<file path="config.mk">
export PLATFORM = sky130hd
export DESIGN_NAME = ps2_keyboard_rx
export DESIGN_NICKNAME = d
export VERILOG_FILES = /design/src/rtl/ps2_pkg.sv /design/src/rtl/ps2_fifo.sv /design/src/rtl/ps2_keyboard_rx.sv
export SDC_FILE = /design/constraint.sdc
export NUM_CORES = 1
export LEC_CHECK = 0
export ABC_AREA = 1
export CAP_MARGIN = 20
export CORE_MARGIN = 8
export CORE_UTILIZATION = 45
export DETAILED_ROUTE_END_ITERATION = 12
export PLACE_DENSITY = 0.63
export SYNTH_ARGS = -nofsm -noshare
export SYNTH_HDL_FRONTEND = slang
export SYNTH_SLANG_ARGS = --single-unit
</file>
<file path="constraint.sdc">
create_clock -name clk -period 2.5 [get_ports clk]
set_input_delay 0.25 -clock clk [delete_from_list [all_inputs] [get_ports clk]]
set_output_delay 0.25 -clock clk [all_outputs]
set_load 0.05 [all_outputs]
</file>
<file path="src/rtl/ps2_pkg.sv">
// Shared constants, state type and key decode helper for the PS/2 keyboard receiver.
package ps2_pkg;

  localparam logic [2:0] DIR_NONE  = 3'd0;
  localparam logic [2:0] DIR_UP    = 3'd1;
  localparam logic [2:0] DIR_DOWN  = 3'd2;
  localparam logic [2:0] DIR_LEFT  = 3'd3;
  localparam logic [2:0] DIR_RIGHT = 3'd4;

  localparam logic [7:0] SC_EXT = 8'hE0;
  localparam logic [7:0] SC_BRK = 8'hF0;

  // Arrow keys (only meaningful after an E0 prefix)
  localparam logic [7:0] SC_ARR_UP    = 8'h75;
  localparam logic [7:0] SC_ARR_DOWN  = 8'h72;
  localparam logic [7:0] SC_ARR_LEFT  = 8'h6B;
  localparam logic [7:0] SC_ARR_RIGHT = 8'h74;

  // WASD (plain codes, no prefix)
  localparam logic [7:0] SC_W = 8'h1D;
  localparam logic [7:0] SC_S = 8'h1B;
  localparam logic [7:0] SC_A = 8'h1C;
  localparam logic [7:0] SC_D = 8'h23;

  typedef enum logic [1:0] {
    ST_IDLE,
    ST_DATA,
    ST_PARITY,
    ST_STOP
  } rx_state_t;

  // Maps a scancode to a direction; DIR_NONE when unmapped or its keymap group is disabled.
  function automatic logic [2:0] key_to_dir(input logic [7:0] code, input logic ext,
                                            input logic [1:0] keymap);
    logic [2:0] d;
    d = DIR_NONE;
    if (keymap[0] && ext) begin
      case (code)
        SC_ARR_UP:    d = DIR_UP;
        SC_ARR_DOWN:  d = DIR_DOWN;
        SC_ARR_LEFT:  d = DIR_LEFT;
        SC_ARR_RIGHT: d = DIR_RIGHT;
        default:      d = DIR_NONE;
      endcase
    end else if (keymap[1] && !ext) begin
      case (code)
        SC_W:    d = DIR_UP;
        SC_S:    d = DIR_DOWN;
        SC_A:    d = DIR_LEFT;
        SC_D:    d = DIR_RIGHT;
        default: d = DIR_NONE;
      endcase
    end
    return d;
  endfunction

endpackage

</file>
<file path="src/rtl/ps2_fifo.sv">
// First-word fall-through FIFO for received scancodes.
// A push into a full FIFO is dropped (reported on drop) unless a pop happens in the same cycle.
module ps2_fifo #(
  parameter int WIDTH = 8,
  parameter int DEPTH = 8
) (
  input  logic             clk,
  input  logic             rst_n,
  input  logic             push,
  input  logic [WIDTH-1:0] din,
  input  logic             pop,
  output logic [WIDTH-1:0] dout,
  output logic             valid,
  output logic             drop
);

  localparam int AW = $clog2(DEPTH);
  localparam int CW = AW + 1;

  logic [WIDTH-1:0] mem [DEPTH];
  logic [AW-1:0]    wr_ptr;
  logic [AW-1:0]    rd_ptr;
  logic [CW-1:0]    count;
  logic             full;
  logic             pop_ok;
  logic             push_ok;

  assign valid   = (count != '0);
  assign full    = (count == CW'(DEPTH));
  assign pop_ok  = pop && valid;
  assign push_ok = push && (!full || pop_ok);
  assign drop    = push && !push_ok;
  assign dout    = valid ? mem[rd_ptr] : '0;

  // Storage array; contents are don't-care until written, dout is masked while empty.
  always_ff @(posedge clk) begin
    if (push_ok) mem[wr_ptr] <= din;
  end

  // Pointers and occupancy; pointers wrap naturally since DEPTH is a power of two.
  always_ff @(posedge clk or negedge rst_n) begin
    if (!rst_n) begin
      wr_ptr <= '0;
      rd_ptr <= '0;
      count  <= '0;
    end else begin
      if (push_ok) wr_ptr <= wr_ptr + AW'(1);
      if (pop_ok)  rd_ptr <= rd_ptr + AW'(1);
      case ({push_ok, pop_ok})
        2'b10:   count <= count + CW'(1);
        2'b01:   count <= count - CW'(1);
        default: count <= count;
      endcase
    end
  end

endmodule

</file>
<file path="src/rtl/ps2_keyboard_rx.sv">
// PS/2 keyboard receiver: pin synchronisation, SCL glitch filter, frame deframer,
// E0/F0 prefix tracking, scancode FIFO and snake direction decode.
//
// state     | meaning
// ST_IDLE   | waiting for a filtered SCL falling edge with SDA=0 (start bit)
// ST_DATA   | shifting 8 data bits, LSB first
// ST_PARITY | waiting for the odd parity bit
// ST_STOP   | waiting for the stop bit; its edge triggers completion next clk
module ps2_keyboard_rx
  import ps2_pkg::*;
#(
  parameter int         FILTER_LEN  = 4,
  parameter int         TIMEOUT_CYC = 50000,
  parameter int         FIFO_DEPTH  = 8,
  parameter logic [1:0] KEYMAP      = 2'b11
) (
  input  logic        clk,
  input  logic        rst_n,
  input  logic        SCL,
  input  logic        SDA,
  output logic [7:0]  data_out,
  output logic [10:0] data_out_reg,
  output logic        data_valid,
  input  logic        data_ack,
  output logic [2:0]  direction,
  output logic        frame_err,
  output logic        overflow
);

  localparam int FCW = $clog2(FILTER_LEN + 1);
  localparam int TCW = $clog2(TIMEOUT_CYC + 1);

  logic           scl_s1, scl_s2, sda_s1, sda_s2;
  logic           scl_f;
  logic [FCW-1:0] flt_cnt;
  logic           scl_fall;
  rx_state_t      state, state_nx;
  logic [2:0]     bit_cnt;
  logic [10:0]    shift_reg;
  logic [TCW-1:0] to_cnt;
  logic           timeout;
  logic           frame_done;
  logic           done_q;
  logic [7:0]     frame_byte;
  logic           frame_good;
  logic           is_prefix;
  logic           push;
  logic           fifo_drop;
  logic           ext, brk;
  logic [2:0]     dir_hit;

  // Two-flop synchronisers; idle PS/2 lines are high.
  always_ff @(posedge clk or negedge rst_n) begin
    if (!rst_n) begin
      scl_s1 <= 1'b1;
      scl_s2 <= 1'b1;
      sda_s1 <= 1'b1;
      sda_s2 <= 1'b1;
    end else begin
      scl_s1 <= SCL;
      scl_s2 <= scl_s1;
      sda_s1 <= SDA;
      sda_s2 <= sda_s1;
    end
  end

  // Filtered SCL only follows after FILTER_LEN consecutive samples disagree with it.
  always_ff @(posedge clk or negedge rst_n) begin
    if (!rst_n) begin
      scl_f   <= 1'b1;
      flt_cnt <= '0;
    end else if (scl_s2 != scl_f) begin
      if (flt_cnt == FCW'(FILTER_LEN - 1)) begin
        scl_f   <= scl_s2;
        flt_cnt <= '0;
      end else begin
        flt_cnt <= flt_cnt + FCW'(1);
      end
    end else begin
      flt_cnt <= '0;
    end
  end

  // Single-cycle strobe in the cycle the filtered SCL drops.
  assign scl_fall = scl_f && !scl_s2 && (flt_cnt == FCW'(FILTER_LEN - 1));
  assign timeout  = (state != ST_IDLE) && !scl_fall && (to_cnt == '0);

  // Deframer state register.
  always_ff @(posedge clk or negedge rst_n) begin
    if (!rst_n) state <= ST_IDLE;
    else        state <= state_nx;
  end

  // Deframer next-state logic.
  always_comb begin
    state_nx   = state;
    frame_done = 1'b0;
    if (timeout) begin
      state_nx = ST_IDLE;
    end else begin
      case (state)
        ST_IDLE:   if (scl_fall && !sda_s2) state_nx = ST_DATA;
        ST_DATA:   if (scl_fall && bit_cnt == 3'd7) state_nx = ST_PARITY;
        ST_PARITY: if (scl_fall) state_nx = ST_STOP;
        ST_STOP: begin
          if (scl_fall) begin
            state_nx   = ST_IDLE;
            frame_done = 1'b1;
          end
        end
        default:   state_nx = ST_IDLE;
      endcase
    end
  end

  // Frame shift register, bit counter and inter-edge timeout down-counter.
  always_ff @(posedge clk or negedge rst_n) begin
    if (!rst_n) begin
      shift_reg <= '0;
      bit_cnt   <= '0;
      to_cnt    <= TCW'(TIMEOUT_CYC - 1);
      done_q    <= 1'b0;
    end else begin
      done_q <= frame_done;
      if (scl_fall && (state != ST_IDLE || !sda_s2))
        shift_reg <= {sda_s2, shift_reg[10:1]};
      if (state == ST_IDLE)
        bit_cnt <= '0;
      else if (state == ST_DATA && scl_fall)
        bit_cnt <= bit_cnt + 3'd1;
      if (state == ST_IDLE || scl_fall)
        to_cnt <= TCW'(TIMEOUT_CYC - 1);
      else if (to_cnt != '0)
        to_cnt <= to_cnt - TCW'(1);
    end
  end

  assign frame_byte = shift_reg[8:1];
  assign frame_good = (^shift_reg[9:1]) && shift_reg[10] && !shift_reg[0];
  assign is_prefix  = (frame_byte == SC_EXT) || (frame_byte == SC_BRK);
  assign push       = done_q && frame_good && !is_prefix;
  assign dir_hit    = key_to_dir(frame_byte, ext, KEYMAP);

  // Completion: raw frame capture, error pulse, prefix flags, direction and overflow.
  always_ff @(posedge clk or negedge rst_n) begin
    if (!rst_n) begin
      data_out_reg <= '0;
      frame_err    <= 1'b0;
      ext          <= 1'b0;
      brk          <= 1'b0;
      direction    <= DIR_NONE;
      overflow     <= 1'b0;
    end else begin
      frame_err <= (done_q && !frame_good) || timeout;
      if (fifo_drop) overflow <= 1'b1;
      if (done_q) data_out_reg <= shift_reg;
      if (done_q && frame_good) begin
        if (frame_byte == SC_EXT) begin
          ext <= 1'b1;
        end else if (frame_byte == SC_BRK) begin
          brk <= 1'b1;
        end else begin
          ext <= 1'b0;
          brk <= 1'b0;
          if (!brk && dir_hit != DIR_NONE) direction <= dir_hit;
        end
      end
    end
  end

  ps2_fifo #(
    .WIDTH(8),
    .DEPTH(FIFO_DEPTH)
  ) u_fifo (
    .clk   (clk),
    .rst_n (rst_n),
    .push  (push),
    .din   (frame_byte),
    .pop   (data_ack),
    .dout  (data_out),
    .valid (data_valid),
    .drop  (fifo_drop)
  );

endmodule
</file>
==> results.rst, run 1 <==
.. list-table::
   :header-rows: 1

   * - Metric
     - Value
   * - Outcome
     - complete, no violations
   * - Most Frequent Cell on Critical Path
     - sky130_fd_sc_hd__nand2_2
   * - Cts bufs inserted
     - 17
   * - Via count of the first global-routing pass
     - 4669
   * - Peak supply drop
     - 549.0 uV
   * - Slew at the pin with the worst max-slew slack
     - 537.3 ps
   * - GRT Util Overall
     - 16.32%
   * - R2r endpoint
     - u_fifo.count[2]$_DFFE_PN0P_
   * - Sequential-to-total area share from yosys stat
     - 58.95%
   * - Slowest-stage cell, CP
     - sky130_fd_sc_hd__dfrtp_2
   * - Effective utilization at floorplan
     - 45.50%
   * - Total Die Area
     - 0.01784 sq mm
   * - Drc violations
     - 0
   * - Synth top area cells
     - sky130_fd_sc_hd__edfxtp_1, sky130_fd_sc_hd__dfrtp_1, sky130_fd_sc_hd__nor2_1
   * - Vias
     - 4594
   * - Arrival time at the worst endpoint
     - 2800 ps
   * - Critical path data required time
     - 2800 ps
   * - Final-report setup violation count
     - 0
   * - Setup repair after global routing missed its margin
     - yes
   * - Crit path buffers/inverters
     - 2
   * - Placeable core region
     - 0.01367 sq mm
   * - Number of flip-flops under the largest register name
     - 64
   * - Fraction of final layout cells with drive strength greater than 1
     - 23.28%
   * - Die outline width
     - 133.6 microns
   * - Multi-input gate area in the final layout
     - 0.002400 sq mm
   * - Diode insertion count for antenna repair
     - 0
   * - Delay contributed by the slowest stage of the critical path
     - 420 ps
   * - Synth warnings
     - 0
   * - Port-buffer cells
     - 29
   * - Die Span Y
     - 133.6 microns
   * - Fin crit period
     - 2498 ps
   * - Ratio of total power to cell area
     - 1091 mW/mm^2
   * - Final period util
     - 99.92%
   * - Area delta synth->final
     - 27.02%
   * - Cell count after placement
     - 852
   * - Wire length of the first global-routing pass
     - 22.94 mm
   * - I/O Pins
     - 30
   * - Number of nets in the finished design
     - 733
   * - Fmax
     - 400.3 MHz
   * - Iteration count of the initial detailed-routing pass
     - 4
   * - Setup slack, reg-to-reg
     - 2 ps
   * - Power, Total
     - 8.618 mW
   * - Top delay family on crit path
     - simple AND/OR/NAND/NOR gates
   * - Kind of capture point of the worst setup path
     - flip-flop
   * - Most instantiated flip-flop cell in the synthesis netlist
     - sky130_fd_sc_hd__edfxtp_1
   * - Violation count after the first detailed-routing iteration
     - 274
   * - Largest register by flop count
     - u_fifo.mem
   * - Depth of the worst register-to-register path
     - 18
   * - Number of standard cells after synthesis
     - 628
   * - Largest registers
     - u_fifo.mem x64, to_cnt x16
   * - Most instantiated cells after synthesis
     - sky130_fd_sc_hd__nor2_1, sky130_fd_sc_hd__nand2_1, sky130_fd_sc_hd__edfxtp_1
   * - Number of enable flip-flop cells after synthesis
     - 64
   * - H-tree level count
     - 4
   * - Count of final hold-check violations
     - 0
   * - Synthesized cell area
     - 0.006218 sq mm
   * - Cell count of the worst hold path
     - 1
   * - GRT overflow
     - 0
   * - Pin count of the biggest net entering global routing
     - 35
   * - Clock slew seen by the registers of the worst setup and hold paths
     - 60 ps
   * - Buffer depth of the longest clock path
     - 2
   * - Max Fanout on Critical Path
     - 5
   * - Most frequent cell after synthesis
     - sky130_fd_sc_hd__nor2_1
   * - Number of cells in the finished layout apart from fillers
     - 893
   * - # rows
     - 43
   * - Root buf cell
     - sky130_fd_sc_hd__clkbuf_16
   * - Average instance area after synthesis
     - 9.902 sq um
   * - Number of distinct library cells after synthesis
     - 35
   * - Number of nets with antenna violations after routing
     - 0
   * - DR vias/cell
     - 5.144
   * - Final HPWL from detailed placement
     - 9.618 mm
   * - Critical register-to-register path startpoint
     - shift_reg[6]$_DFFE_PN0P_
   * - Final worst-path setup slack
     - 1.963 ps
   * - Yosys top cell area share
     - 30.91%
   * - Worst hold path endpoint
     - scl_s1$_DFF_PN1_
   * - Hold crit path type
     - in2reg
   * - GPL Wtd Cong
     - 0.8837
   * - Antenna violations before repair
     - 0
   * - Final clock skew
     - 8.202 ps
   * - Worst-skew pair later-pin latency
     - 420 ps
   * - Startpoint Class
     - flip-flop
   * - Standby leakage power
     - 3.409 nW
   * - Sequential cell area
     - 0.003677 sq mm
   * - WL per Instance
     - 15.62 microns
   * - Cells along the critical path
     - ha_4, inv_2, nand2_2, nand3_2, nand2_2, nand2_2, nand2_2, nand3_4, nor2_8, nand2_4, ha_4, buf_4, nor2_2, nor2_4, ha_4, a21oi_2, or2_4, a21oi_2
   * - Total Routed Length
     - 13.95 mm
   * - Post-synthesis register bit count
     - 133
   * - Share of flip-flops with an asynchronous set or reset after synthesis
     - 51.88%
   * - Worst setup path class
     - reg2reg
   * - Library cell with the largest summed area after synthesis
     - sky130_fd_sc_hd__edfxtp_1
   * - Slew margin rel.
     - 64.07%
   * - CTS tree
     - done
   * - Setup_tns
     - 0 ps
   * - Synth Net Count
     - 661
   * - HP Start
     - SCL
   * - Final-report max-slew violation count
     - 0
   * - Number of fillers in the final layout
     - 1127
   * - Pre-CTS WS
     - -65.26 ps
   * - Max Cap Violations
     - 0
   * - Total number of clock tree sinks
     - 133
## cell families (layout without fill, tap and decap cells)
family	after synthesis	after routing	synth area share [%]
buf+inv	84	169	5.111
simple gates	279	279	19.68
fa+ha+maj	28	28	5.634
mux	2	2	0.3621
xor+xnor	13	13	1.831
compound gates	89	89	8.430
flops	133	133	58.95
## worst max-delay path by stage
stage / cells past startpoint / slack, ps / startpoint / endpoint
floorplan: 19 / -7 / shift_reg[7]$_DFFE_PN0P_ / u_fifo.count[2]$_DFFE_PN0P_
global placement: 14 / 60 / shift_reg[6]$_DFFE_PN0P_ / u_fifo.count[2]$_DFFE_PN0P_
detailed placement: 14 / -70 / shift_reg[6]$_DFFE_PN0P_ / u_fifo.count[2]$_DFFE_PN0P_
CTS: 15 / 10 / shift_reg[7]$_DFFE_PN0P_ / u_fifo.count[2]$_DFFE_PN0P_
global route: 19 / -130 / shift_reg[7]$_DFFE_PN0P_ / u_fifo.count[2]$_DFFE_PN0P_
finish: 18 / 2 / shift_reg[6]$_DFFE_PN0P_ / u_fifo.count[2]$_DFFE_PN0P_
## layout make-up
class | count | area share, %
inverters | 69 | 3.342
flip-flops and latches | 133 | 46.55
clock inverters | 12 | 2.233
clock buffers | 20 | 5.924
repair buffers | 68 | 8.712
well taps | 180 | 2.851
multi-input cells | 411 | 30.38
## timing repair
| item | CTS | global route |
|---|---|---|
| resized for setup | 3 | 24 |
| buffers inserted | 1 | 7 |
| endpoints found under the setup margin | 2 | 10 |
| pin swaps | 3 | 15 |
| endpoints found under the hold margin | 9 | 0 |
| hold buffers | 1 | 0 |
## routing by layer
layer  part of all wire, %  wire (microns)  track usage [%]  up-vias
met3                   4.2             587            4.292       34
li1                      -               -                -     2237
met5                     0               0                0        -
met1                    45            6249            19.63     2208
met2                    48            6764            26.72      115
met4                   2.5             352            7.798        0
## power breakdown
part	total (mW)	internal, mW	switching (mW)	leakage (nW)
Combinational	3.19	1.29	1.90	1.62
Clock	2.68	1.75	0.924	0.311
Sequential	2.75	2.54	0.218	1.48
## placed cells by master (no fill, tap or decap), types with 4 or more instances in the layout
cell type,netlist,routed
sky130_fd_sc_hd__a21oi_1,19,17
sky130_fd_sc_hd__buf_12,0,10
sky130_fd_sc_hd__buf_4,0,36
sky130_fd_sc_hd__bufinv_16,0,4
sky130_fd_sc_hd__clkbuf_16,0,18
sky130_fd_sc_hd__clkdlybuf4s50_1,0,19
sky130_fd_sc_hd__dfrtp_1,55,46
sky130_fd_sc_hd__dfrtp_2,0,9
sky130_fd_sc_hd__dfstp_2,14,14
sky130_fd_sc_hd__edfxtp_1,64,64
sky130_fd_sc_hd__ha_1,28,22
sky130_fd_sc_hd__ha_4,0,6
sky130_fd_sc_hd__inv_1,61,49
sky130_fd_sc_hd__inv_2,8,18
sky130_fd_sc_hd__nand2_1,95,89
sky130_fd_sc_hd__nand2_2,2,7
sky130_fd_sc_hd__nand3_1,20,18
sky130_fd_sc_hd__nand3_2,2,4
sky130_fd_sc_hd__nand4_1,10,10
sky130_fd_sc_hd__nor2_1,127,124
sky130_fd_sc_hd__nor2_2,4,6
sky130_fd_sc_hd__nor3_1,5,5
sky130_fd_sc_hd__o21ai_0,44,43
sky130_fd_sc_hd__o32ai_1,17,16
sky130_fd_sc_hd__xor2_1,10,9
## worst register-to-register path, stage by stage (launching register included)
cell and delay [ps]:
sky130_fd_sc_hd__dfrtp_2 420, sky130_fd_sc_hd__ha_4 290, sky130_fd_sc_hd__inv_2 40, sky130_fd_sc_hd__nand2_2 70
sky130_fd_sc_hd__nand3_2 90, sky130_fd_sc_hd__nand2_2 70, sky130_fd_sc_hd__nand2_2 40, sky130_fd_sc_hd__nand2_2 90
sky130_fd_sc_hd__nand3_4 90, sky130_fd_sc_hd__nor2_8 140, sky130_fd_sc_hd__nand2_4 80, sky130_fd_sc_hd__ha_4 170
sky130_fd_sc_hd__buf_4 130, sky130_fd_sc_hd__nor2_2 110, sky130_fd_sc_hd__nor2_4 60, sky130_fd_sc_hd__ha_4 150
sky130_fd_sc_hd__a21oi_2 130, sky130_fd_sc_hd__or2_4 140, sky130_fd_sc_hd__a21oi_2 50
## stage by stage
step                      utilization, %  area, sq um  hold slack (ps)
final                              57.80         7899            236.9
after detailed placement           51.88         7089            224.0
after CTS                          56.78         7759            221.9
after global routing               57.80         7899            237.8
after floorplan                        -         6307           -45.59
after global placement             51.88         7089            212.9
(Power assumes the default switching activity.)
==> run 2, diff against run 1 <==
Settings changed: CTS_CLUSTER_SIZE from default to 40.
==> results of run 2 <==
The final DEF is identical to that of run 1; final timing and power are the same.
